**config.mk**
```make
export PLATFORM = sky130hd
export DESIGN_NAME = rs_syndrome_calc
export DESIGN_NICKNAME = d
export VERILOG_FILES = /design/src/rtl/rs_pkg.sv /design/src/rtl/gf2_4_mult_const.sv /design/src/rtl/rs_syndrome_calc.sv
export SDC_FILE = /design/constraint.sdc
export NUM_CORES = 1
export LEC_CHECK = 0
export BUFFER_PORTS_ARGS = -buffer_cell sky130_fd_sc_hd__buf_4
export CORE_ASPECT_RATIO = 1.25
export CORE_UTILIZATION = 55
export DETAILED_ROUTE_END_ITERATION = 10
export MAX_ROUTING_LAYER = met4
export PLACE_DENSITY = 0.72
export SLEW_MARGIN = 25
export SYNTH_ARGS = -nofsm -noshare
export SYNTH_HDL_FRONTEND = slang
export SYNTH_SLANG_ARGS = --single-unit
```
**constraint.sdc**
```tcl
create_clock -name clk -period 2.5 [get_ports clk]
set_input_delay 0.125 -clock clk [delete_from_list [all_inputs] [get_ports clk]]
set_output_delay 0.125 -clock clk [all_outputs]
set_load 0.02 [all_outputs]
```
**src/rtl/rs_pkg.sv**
```systemverilog
`default_nettype none
// ============================================================================
//  rs_pkg : shared GF(2^4) types, constants and multiply helper for RS(15,9)
//  Revision: 1.0
// ============================================================================
package rs_pkg;

    localparam int WORD_WIDTH = 4;
    localparam int NUM_NK     = 6;
    localparam int N_SYM      = 15;

    typedef logic [WORD_WIDTH-1:0] gf_t;

    // x^4 + x + 1
    localparam logic [WORD_WIDTH:0] PRIM_POLY = 5'h13;

    localparam gf_t ALPHA_POW [0:14] = '{
        4'h1, 4'h2, 4'h4, 4'h8, 4'h3, 4'h6, 4'hC, 4'hB,
        4'h5, 4'hA, 4'h7, 4'hE, 4'hF, 4'hD, 4'h9
    };

    // Shift-and-add product; with one constant operand this folds to XORs.
    function automatic gf_t gf_mul(input gf_t a, input gf_t b);
        gf_t p;
        gf_t x;
        p = '0;
        x = a;
        for (int i = 0; i < WORD_WIDTH; i++) begin
            if (b[i]) p = p ^ x;
            x = {x[WORD_WIDTH-2:0], 1'b0} ^
                (x[WORD_WIDTH-1] ? PRIM_POLY[WORD_WIDTH-1:0] : gf_t'(0));
        end
        return p;
    endfunction

endpackage
`default_nettype wire

```
**src/rtl/gf2_4_mult_const.sv**
```systemverilog
`default_nettype none
// ============================================================================
//  gf2_4_mult_const : combinational multiply by the constant alpha^EXP
//  Revision: 1.0
// ============================================================================
module gf2_4_mult_const
    import rs_pkg::*;
#(
    parameter int EXP = 1
) (
    input  gf_t a_i,
    output gf_t p_o
);

    localparam gf_t C_FACTOR = ALPHA_POW[EXP % N_SYM];

    assign p_o = gf_mul(a_i, C_FACTOR);

endmodule
`default_nettype wire

```
**src/rtl/rs_syndrome_calc.sv**
```systemverilog
`default_nettype none
// ============================================================================
//  rs_syndrome_calc : serial Horner syndrome calculator, RS(15,9) over GF(2^4)
//  Optional macro RS_SYN_ZERO_FLAG_EN adds the syn_zero output.
//  Revision: 1.0
// ============================================================================
module rs_syndrome_calc
    import rs_pkg::*;
(
    input  logic clk,
    input  logic rst,
    input  logic sym_valid,
    input  logic sof,
    input  gf_t  sym_in,
    output gf_t  syndrom [NUM_NK],
    output logic rdy,
    output logic sync_err
`ifdef RS_SYN_ZERO_FLAG_EN
    ,
    output logic syn_zero
`endif
);

    localparam int CNT_W = $clog2(N_SYM);
    localparam logic [CNT_W-1:0] C_LAST = CNT_W'(N_SYM - 1);

    typedef enum logic {
        IDLE  = 1'b0,
        ACCUM = 1'b1
    } state_t;

    state_t           state_q;
    logic [CNT_W-1:0] cnt_q;
    gf_t              acc_q      [NUM_NK];
    gf_t              acc_d      [NUM_NK];
    gf_t              syndrom_q  [NUM_NK];
    logic             rdy_q;
    logic             sync_err_q;

    for (genvar j = 0; j < NUM_NK; j++) begin : g_root
        gf_t prod_w;
        gf2_4_mult_const #(.EXP(j + 1)) u_mul (
            .a_i (acc_q[j]),
            .p_o (prod_w)
        );
        assign acc_d[j] = prod_w ^ sym_in;
    end

`ifdef RS_SYN_ZERO_FLAG_EN
    logic syn_zero_q;
    logic all_zero_d;

    always_comb begin
        all_zero_d = 1'b1;
        for (int j = 0; j < NUM_NK; j++) begin
            if (acc_d[j] != '0) all_zero_d = 1'b0;
        end
    end

    always_ff @(posedge clk or posedge rst) begin
        if (rst) begin
            syn_zero_q <= 1'b0;
        end else if (sym_valid && !sof && state_q == ACCUM && cnt_q == C_LAST) begin
            syn_zero_q <= all_zero_d;
        end
    end

    assign syn_zero = syn_zero_q;
`endif

    always_ff @(posedge clk or posedge rst) begin
        if (rst) begin
            state_q    <= IDLE;
            cnt_q      <= '0;
            rdy_q      <= 1'b0;
            sync_err_q <= 1'b0;
            for (int j = 0; j < NUM_NK; j++) begin
                acc_q[j]     <= '0;
                syndrom_q[j] <= '0;
            end
        end else begin
            sync_err_q <= 1'b0;
            if (sym_valid) begin
                if (sof) begin
                    // A first symbol while accumulating means the previous word was truncated.
                    for (int j = 0; j < NUM_NK; j++) acc_q[j] <= sym_in;
                    cnt_q      <= CNT_W'(1);
                    state_q    <= ACCUM;
                    rdy_q      <= 1'b0;
                    sync_err_q <= (state_q == ACCUM);
                end else if (state_q == IDLE) begin
                    sync_err_q <= 1'b1;
                end else begin
                    for (int j = 0; j < NUM_NK; j++) acc_q[j] <= acc_d[j];
                    cnt_q <= cnt_q + 1'b1;
                    if (cnt_q == C_LAST) begin
                        for (int j = 0; j < NUM_NK; j++) syndrom_q[j] <= acc_d[j];
                        rdy_q   <= 1'b1;
                        state_q <= IDLE;
                    end
                end
            end
        end
    end

    assign syndrom  = syndrom_q;
    assign rdy      = rdy_q;
    assign sync_err = sync_err_q;

endmodule
`default_nettype wire

```
==> reports/metrics.cfg, run 1 <==
[run_status]
status = finished with violations
violations = DRC

[floorplan]
coreArea_um2 = 5555
initial_utilization_pct = 58.42
die_area_um2 = 6214
chipWidth_um = 70.71
dieHeight_um = 87.89
io-pin-count = 34
rows = 30

[detailed_routing]
wl_met1_um = 2812
routed_wl_um = 5857
drc = 8
drt_iter0_drc = 124
via_per_inst = 5.666
top_layer = met4
drt-pass1-iter-count = 7
route.vias.total = 2221
routedWlPerCell_um = 14.94
met2_length_um = 2806
antenna_left = 0
wl_met3_um = 170

[global_routing]
grt_first_pass_wirelength_um = 10180
grt_max_degree = 46
grt_overflow = 0
grt_pass1_vias = 2117
track_usage_pct = 21.62
antenna_found_initial = 0

[timing]
hold_viol_final = 0
worst_slew_pin_slew_ns = 0.6106
fin_skew_ns = 0.01086
clock.fmax_mhz = 566.4
timing.final.crit_share_pct = 70.62
finalMaxSlewViolations = 0
slew_headroom_pct = 59.24
setup_viol = 0
whs_ns = 0.1631
rsz0062_at_grt = no
fin_crit_ns = 1.766
setup_tns_ns = 0

[placement]
gp_congestion = 0.7629
dpl_cell_area_um2 = 3477
port_buffers = 33
dp_hpwl_um = 3942

[yosys]
syn_area_um2 = 3246
netlist_instances = 310
synth-seq-cells = 55
synth-edff-count = 0
yosys.area.top_type_share_pct = 42.41
synth_area_per_cell_um2 = 10.47
synth_nets = 321
ys.flop_type = dfrtp_1
seq_area_frac_synth_pct = 42.41
async_reset_ff_share_pct = 100.0
yosys_warnings = 0
yosysUniqueCellTypes = 45
synth_top_cell_by_area = dfrtp_1
yosys-top-cells-area = dfrtp_1 42%, xnor2_1 11%, mux2_2 8.3%

[layout]
antenna_cells = 0
final_layout_size_suffix_gt1_share_pct = 25.00
fin_area_um2 = 3598
fillers = 482
nNetsFinal = 338
syn2layout_area_growth_pct = 10.87

[critical_path]
crit_buf_inv = 2
crit_chain = inv_1 > ha_1 > nand3_2 > nor3_4 > buf_4 > mux2_2
worstSetupPathType = reg2reg
slowest_stage = dfrtp_1
required_ns = 2.69
critPathCaptureType = flip-flop
crit_path_start_kind = flip-flop
crit_family = flip-flops
crit_arrival_ns = 1.96
r2r_setup_slack_ns = 0.73
path_max_fanout = 24
critPathMaxStageDelay_ns = 0.43

[cts]
cts_max_level = 2
clkLatencyLatePin_ns = 0.31
clk_pin_slew_ns = 0.10
cts_buffer_depth = 2
numCtsBuffers = 5
cts_root_buffer = clkbuf_8
cts_num_sinks = 55
cts_resized = 0
tritoncts = yes
post_cts_buffers = 0

[pwr]
ir_worst_vdd_mv = 0.5192
p_total_mw = 3.146
p_leak_nw = 1.608
power.density_nw_per_um2 = 874.4

[worst_hold_path]
hold_path_class = in2reg

[flow_run]
cap_violations = 0

-- sequential cells by signal (all words and copies together) (netlist names) --
signal / count
acc_q: 24
cnt_q: 4
sync_err: 1
rdy: 1
syndrom: 24
state_q: 1
-- metrics by stage --
stage                     cells  util (%)  setup slack (ns)
after global placement      383     62.59            0.7274
final                       392     64.77            0.7345
after floorplan             310         -            0.7907
after detailed placement    383     62.59            0.6914
after CTS                   392     64.77            0.7074
after global routing        392     64.77            0.5895
-- path summary, 6_finish.rpt --
check	startpoint	end	cells after the start
worst min-delay path	sym_valid	sync_err	2
worst max register to register	cnt_q[0]	syndrom[0]	6
worst max-delay path	cnt_q[0]	syndrom[0]	6
max in group asynchronous	rst	syndrom[11]	4
min in group asynchronous	rst	syndrom[5]	3
worst min register to register	rdy	rdy	1
-- per-layer routing --
| metal | GRT usage, % | vias up |
|---|---|---|
| met5 | - | - |
| met4 | 5.455 | 0 |
| met3 | 2.762 | 6 |
| met2 | 36.45 | 40 |
| met1 | 27.79 | 1067 |
| li1 | - | 1108 |
-- cell families after synthesis --
logic type	Yosys count	share of synthesized area [%]
buffers and inverters	38	5.667
xor gates and xnor gates	49	13.65
AOI/OAI and AO/OA	58	10.91
and+or+nand+nor	75	15.42
DFF	55	42.41
adders and majority gates	3	1.157
muxes	32	10.79
-- synthesized netlist by cell type (2+ instances only) --
master / count
a211oi_1: 3
a21oi_1: 8
a311oi_1: 4
a31oi_1: 11
buf_2: 16
buf_6: 2
clkbuf_1: 8
clkbuf_2: 2
dfrtp_1: 55
ha_1: 3
inv_1: 8
mux2_2: 24
mux2i_1: 8
nand2_1: 11
nand2b_1: 4
nand3_1: 3
nand3b_1: 7
nor2_1: 8
nor2b_1: 9
nor3b_1: 4
nor4bb_1: 5
o211ai_1: 3
o21ai_0: 20
o22ai_1: 3
o31ai_1: 2
or2_2: 5
or3_1: 7
or3b_2: 3
or4bb_1: 2
xnor2_1: 40
xor2_1: 8
-- where the power goes --
group,switching (mW),internal (mW)
clock network,0.291,0.303
logic,0.538,0.632
registers,0.290,1.09
-- repair_timing --
action,CTS,global route
hold buffers,1,0
setup endpoints to repair,0,0
hold endpoints to repair,26,0
-- cells in the final DEF, fill, tap and decap left out, types with 2 or more instances in the layout --
cell and count:
or3b_2 3, nand2_1 11, buf_4 38, nand2b_1 4, nand3_1 3, nor3b_1 4, mux2i_1 8, xor2_1 8
o211ai_1 3, o31ai_1 2, nand3b_1 7, o22ai_1 3, a311oi_1 4, a31oi_1 11, a211oi_1 3, dfrtp_1 55
nor2b_1 9, xnor2_1 40, mux2_2 24, nor4bb_1 5, nor2_1 8, or2_2 5, a21oi_1 8, inv_1 7
ha_1 3, clkbuf_8 5, o21ai_0 20, or4bb_1 2, or3_1 7
-- layout make-up --
type	count	area (um2)	area share, %
clock buffer	6	72.57	2.017
clock inverter	2	38.79	1.078
tap	64	80.08	2.225
timing repair buffer	40	315.3	8.762
inverter	8	30.03	0.8345
multi-input combinational	217	1685	46.84
sequential	55	1376	38.25
(Power assumes the default switching activity.)
==> run 2: changes to the inputs <==
Settings changed: ABC_AREA set to 1, CORE_UTILIZATION 55 to 52.
Clock period 2.5 ns to 1.55 ns, I/O delays scaled along.
==> reports/metrics.cfg, run 2 <==
[critical_path]
required_ns = 1.75  ; -0.94 ns
critPathMaxStageDelay_ns = 0.38  ; -0.05 ns
crit_path_start_kind = flip-flop
worstSetupPathType = reg2reg
path_max_fanout = 11  ; -54%
crit_chain = inv_1 > ha_1 > nor2_4 > inv_4 > a21oi_2 > buf_4 > a21oi_1
critPathCaptureType = flip-flop
r2r_setup_slack_ns = 0.14  ; -0.59 ns
crit_arrival_ns = 1.61  ; -0.35 ns
slowest_stage = dfrtp_1

[worst_hold_path]
hold_path_class = in2reg

[global_routing]
track_usage_pct = 25.36  ; +3.7 points
grt_max_degree = 56  ; +22%
antenna_found_initial = 0  ; unchanged
grt_pass1_vias = 2310  ; +9.1%
grt_first_pass_wirelength_um = 10830  ; +6.4%
grt_overflow = 0  ; unchanged

[placement]
place_inst = 463  ; +21%
gp_congestion = 0.8040  ; +5.4%
dp_hpwl_um = 4424  ; +12%
port_buffers = 33  ; unchanged
dpl_cell_area_um2 = 3271  ; -5.9%

[yosys]
yosys_warnings = 0  ; unchanged
yosys.area.top_type_share_pct = 47.37  ; +5.0 points
synth_top_cell_by_area = dfrtp_1
yosysMostFrequentCell = nand2_1
yosys-top-cells-area = dfrtp_1 47%, nand2_1 17%, xor2_1 5.7%
netlist_instances = 372  ; +20%
async_reset_ff_share_pct = 100.0  ; unchanged
synth-seq-cells = 55  ; unchanged
synth_nets = 383  ; +19%
synth_area_per_cell_um2 = 7.810  ; -25%
synth-edff-count = 0  ; unchanged
syn_area_um2 = 2905  ; -10%
yosys-top-cells-count = 134 x nand2_1, 55 x dfrtp_1, 30 x nor2_1
yosysUniqueCellTypes = 21  ; -53%
seq_area_frac_synth_pct = 47.37  ; +5.0 points
ys.flop_type = dfrtp_1

[layout]
final_layout_size_suffix_gt1_share_pct = 15.20  ; -9.8 points
final_cell_mix = 134 x nand2_1, 55 x dfrtp_1, 41 x buf_4
final_cells = 472  ; +20%
mostFrequentLayoutCell = nand2_1
antenna_cells = 0  ; unchanged
syn2layout_area_growth_pct = 16.80
nNetsFinal = 418  ; +24%
fin_area_um2 = 3393  ; -5.7%

[detailed_routing]
routedWlPerCell_um = 13.48  ; -9.8%
route.vias.total = 2427  ; +9.3%
drt-pass1-iter-count = 4  ; -3
routed_wl_um = 6363  ; +8.6%
drt_iter0_drc = 153  ; +23%
via_per_inst = 5.142  ; -9.2%
antenna_left = 0  ; unchanged
drc = 0  ; -8

[cts]
numCtsBuffers = 5  ; unchanged
cts_num_sinks = 55  ; unchanged
clkLatencyLatePin_ns = 0.31  ; about the same
cts_max_level = 2  ; unchanged
tritoncts = yes
cts_root_buffer = clkbuf_8
cts_buffer_depth = 2  ; unchanged
clk_pin_slew_ns = 0.10  ; about the same
post_cts_buffers = 0  ; unchanged

[timing]
setup_viol = 0  ; unchanged
whs_ns = 0.03269  ; -0.1304 ns
timing.final.crit_share_pct = 90.99  ; +20 points
worst_slew_pin_slew_ns = 0.3463  ; -0.2642 ns
hold_viol_final = 0  ; unchanged
fin_skew_ns = 0.01163  ; +0.0007676 ns
clock.fmax_mhz = 709.0  ; +25%
fin_crit_ns = 1.410  ; -0.3551 ns
slew_headroom_pct = 76.91  ; +18 points
finalMaxSlewViolations = 0  ; unchanged

[pwr]
p_leak_nw = 1.806  ; +12%
power.density_nw_per_um2 = 961.2  ; +9.9%
p_total_mw = 3.262  ; +3.7%
ir_worst_vdd_mv = 0.5962  ; +15%

[floorplan]
coreArea_um2 = 5405  ; -2.7%
initial_utilization_pct = 53.75  ; -4.7 points
die_area_um2 = 5892  ; -5.2%
chipWidth_um = 68.86  ; -2.6%
dieHeight_um = 85.57  ; -2.6%
rows = 30  ; unchanged
io-pin-count = 34  ; unchanged

[flow_run]
cap_violations = 0  ; unchanged

[run_status]
status = completed

run 2: what timing repair did:
| item | 4_1_cts | 5_1_grt |
|---|---|---|
| endpoints found under the hold margin | 55 | 0 |
| gates resized for setup | 0 | 8 |
| setup endpoints to repair | 0 | 36 |
| hold buffers | 1 | 0 |
run 2: worst max-delay path: cells and delay by family (launching register included):
family	cells	cell delay [ns]
flip-flops	1	0.38
AND/OR/NAND/NOR	1	0.15
AO/OA/AOI/OAI	2	0.23
buffers and inverters	3	0.32
adder cells (fa/ha/maj)	1	0.22
run 2: cells by family after synthesis:
kind of cell	synth area share, %
simple gates	25.06
flops	47.37
compound gates	9.260
buf+inv	6.460
xor+xnor	10.55
fa+ha+maj	1.292
run 2: cell type report:
cell class	instances	area [um2]
fillers	500	2012
inverters	28	107.6
repair buffers	45	377.9
clock inverters	1	5.005
multi-input cells	272	1370
well taps	64	80.08
flip-flops and latches	55	1376
clock buffers	7	76.32
run 2: final timing paths:
path	from	endpoint	cells after the start
worst max-delay path	state_q	acc_q[14]	7
worst min-delay path	sym_valid	sync_err	3
worst max register to register	state_q	acc_q[14]	7
worst min register to register	syndrom[10]	syndrom[10]	2
max in group asynchronous	rst	syndrom[7]	4
min in group asynchronous	rst	syndrom[13]	4
run 2: power breakdown:
part | switching (mW) | leakage, nW | internal [mW] | total, mW
Sequential | 0.151 | 0.693 | 1.55 | 1.71
Combinational | 0.461 | 1.07 | 0.324 | 0.784
Clock | 0.453 | 0.0422 | 0.319 | 0.772
Total | 1.06 | 1.81 | 2.20 | 3.26
run 2: stage by stage:
step	utilization, %	TNS, ns	worst slack [ns]
final	62.78	0	0.1396
after global routing	62.78	-0.01827	-0.01827
after CTS	62.20	0	0.008567
after detailed placement	60.51	0	0.02053
after global placement	60.51	0	0.06866
after floorplan	-	0	0.1296
run 2: layer usage:
| metal | part of all wire, % | global-route usage (%) | vias to the layer above |
|---|---|---|---|
| li1 | - | - | 1232 |
| met1 | 47 | 33.45 | 1137 |
| met2 | 49 | 39.72 | 51 |
| met3 | 3.4 | 3.989 | 7 |
| met4 | 1.3 | 7.792 | 0 |
| met5 | 0 | - | - |
==> run 3: changes to the inputs <==
Settings changed: PLACE_DENSITY 0.72 to 0.86, REMOVE_ABC_BUFFERS set to 1, TNS_END_PERCENT set to 30.
==> reports/metrics.cfg, run 3 (synthesized netlist as in run 2, its figures left out) <==
[flow_run]
cap_violations = 0  ; unchanged

[floorplan]
coreArea_um2 = 5405  ; unchanged
die_area_um2 = 5892  ; unchanged
rows = 30  ; unchanged
dieHeight_um = 85.57  ; unchanged
initial_utilization_pct = 53.75  ; unchanged
chipWidth_um = 68.86  ; unchanged
io-pin-count = 34  ; unchanged

[detailed_routing]
drt-pass1-iter-count = 7  ; +3
antenna_left = 0  ; unchanged
routed_wl_um = 6673  ; +4.9%
route.vias.total = 2500  ; +3.0%
routedWlPerCell_um = 14.14  ; +4.9%
via_per_inst = 5.297  ; +3.0%
drt_iter0_drc = 181  ; +18%
drc = 0  ; unchanged

[cts]
cts_max_level = 2  ; unchanged
cts_root_buffer = clkbuf_8
tritoncts = yes
cts_buffer_depth = 2  ; unchanged
numCtsBuffers = 5  ; unchanged
clkLatencyLatePin_ns = 0.33  ; +0.02 ns
cts_num_sinks = 55  ; unchanged
clk_pin_slew_ns = 0.09  ; about the same
post_cts_buffers = 0  ; unchanged

[pwr]
p_leak_nw = 1.803  ; -0.16%
power.density_nw_per_um2 = 982.1  ; +2.2%
ir_worst_vdd_mv = 0.5539  ; -7.1%

[layout]
final_layout_size_suffix_gt1_share_pct = 15.20  ; unchanged
mostFrequentLayoutCell = nand2_1
fillers = 473  ; -5.4%
syn2layout_area_growth_pct = 15.72
antenna_cells = 0  ; unchanged
fin_area_um2 = 3362  ; -0.92%
nNetsFinal = 418  ; unchanged
final_cell_mix = 134 x nand2_1, 55 x dfrtp_1, 42 x buf_4
postLayoutCoreUtil_pct = 62.20  ; -0.58 points

[critical_path]
worstSetupPathType = reg2reg
crit_path_start_kind = flip-flop
cp-startpoint = cnt_q[0]
r2r_start = cnt_q[0]
regToRegEndpoint = syndrom[5]
endpoint = syndrom[5]
ff2ff_path_depth = 6  ; -1
r2r_setup_slack_ns = 0.06  ; -0.08 ns
required_ns = 1.79  ; +0.04 ns
crit_arrival_ns = 1.73  ; +0.12 ns
critPathCaptureType = flip-flop
path_max_fanout = 15  ; +4

[placement]
place_ws_ns = 0.03400  ; +0.01347 ns
dpl_cell_area_um2 = 3246  ; -0.77%
gp_congestion = 0.8500  ; +5.7%
port_buffers = 33  ; unchanged
dp_hpwl_um = 4621  ; +4.5%

[global_routing]
track_usage_pct = 25.55  ; +0.19 points
grt_max_degree = 27  ; -52%
grt_overflow = 0  ; unchanged
grt_first_pass_wirelength_um = 10820  ; -0.13%
antenna_found_initial = 0  ; unchanged
grt_pass1_vias = 2404  ; +4.1%

[timing]
timing.final.crit_share_pct = 96.37  ; +5.4 points
hold_viol_final = 0  ; unchanged
clock.fmax_mhz = 669.5  ; -5.6%
slew_headroom_pct = 69.29  ; -7.6 points
finalMaxSlewViolations = 0  ; unchanged
setup_viol = 0  ; unchanged
setup_ws_ns = 0.05629  ; -0.08333 ns
fin_crit_ns = 1.494  ; +0.08333 ns
whs_ns = 0.02439  ; -0.008306 ns
rsz0062_at_grt = yes
fin_skew_ns = 0.008475  ; -0.003150 ns
worst_slew_pin_slew_ns = 0.4599  ; +0.1136 ns

[worst_hold_path]
hold_path_class = in2reg

[run_status]
status = completed

[run 3: changes by cell type in the layout (fill, tap and decap cells not counted), moves of 2 or more]
cell and change:
clkinv_2 +2, o21ai_1 +3, clkbuf_1 -2, buf_12 -2, o21ai_0 -3
[run 3: report_power, final]
group          leakage [nW]  total [mW]  internal, mW  switching [mW]
registers             0.693        1.71          1.55           0.153
logic                  1.06       0.794         0.317           0.477
clock network        0.0477       0.800         0.311           0.489
[run 3: through the flow]
stage / power, mW / std cells / setup TNS, ns
2_1_floorplan: 2.264 / 355 / -8.648
3_3_place_gp: 2.461 / 463 / 0
3_5_place_dp: 2.506 / 463 / 0
4_1_cts: 3.296 / 472 / 0
5_1_grt: 3.488 / 472 / -0.1310
6_report: 3.302 / 472 / 0
[run 3: routing by layer]
layer  vias up  global-route usage, %  wire, um
li1       1229                      -         -
met1      1172                  31.94      2834
met2        81                  39.89      3331
met3        18                  2.793       295
met4         0                  13.54       210
met5         -                      -         0
[run 3: layout make-up]
class / instances / area (um2) / share of cell area [%]
clock inverters: 3 / 15.01 / 0.4466
inverters: 28 / 105.1 / 3.126
clock buffers: 5 / 68.82 / 2.047
flip-flops and latches: 55 / 1376 / 40.94
well taps: 64 / 80.08 / 2.382
multi-input cells: 272 / 1360 / 40.45
repair buffers: 45 / 356.6 / 10.61
[run 3: worst min-delay path by stage]
stage | cells past startpoint | startpoint | to
after CTS | 3 | sym_valid | sync_err
after global routing | 3 | sym_valid | sync_err
after global placement | 2 | rst | acc_q[16]
after floorplan | 2 | sym_valid | sync_err
after detailed placement | 2 | rst | acc_q[16]
final | 3 | sym_valid | sync_err
[run 3: worst max-delay path, stage by stage (launching register included)]
cell and delay (ns):
dfrtp_1 0.40, inv_1 0.09, ha_1 0.15, and3_1 0.19, nand3_1 0.14, buf_4 0.22
o21ai_0 0.20
[run 3: what timing repair did]
item,4_1_cts,5_1_grt
setup endpoints to repair,0,21
hold buffers,1,0
endpoints found under the hold margin,19,0
resized for setup,0,8
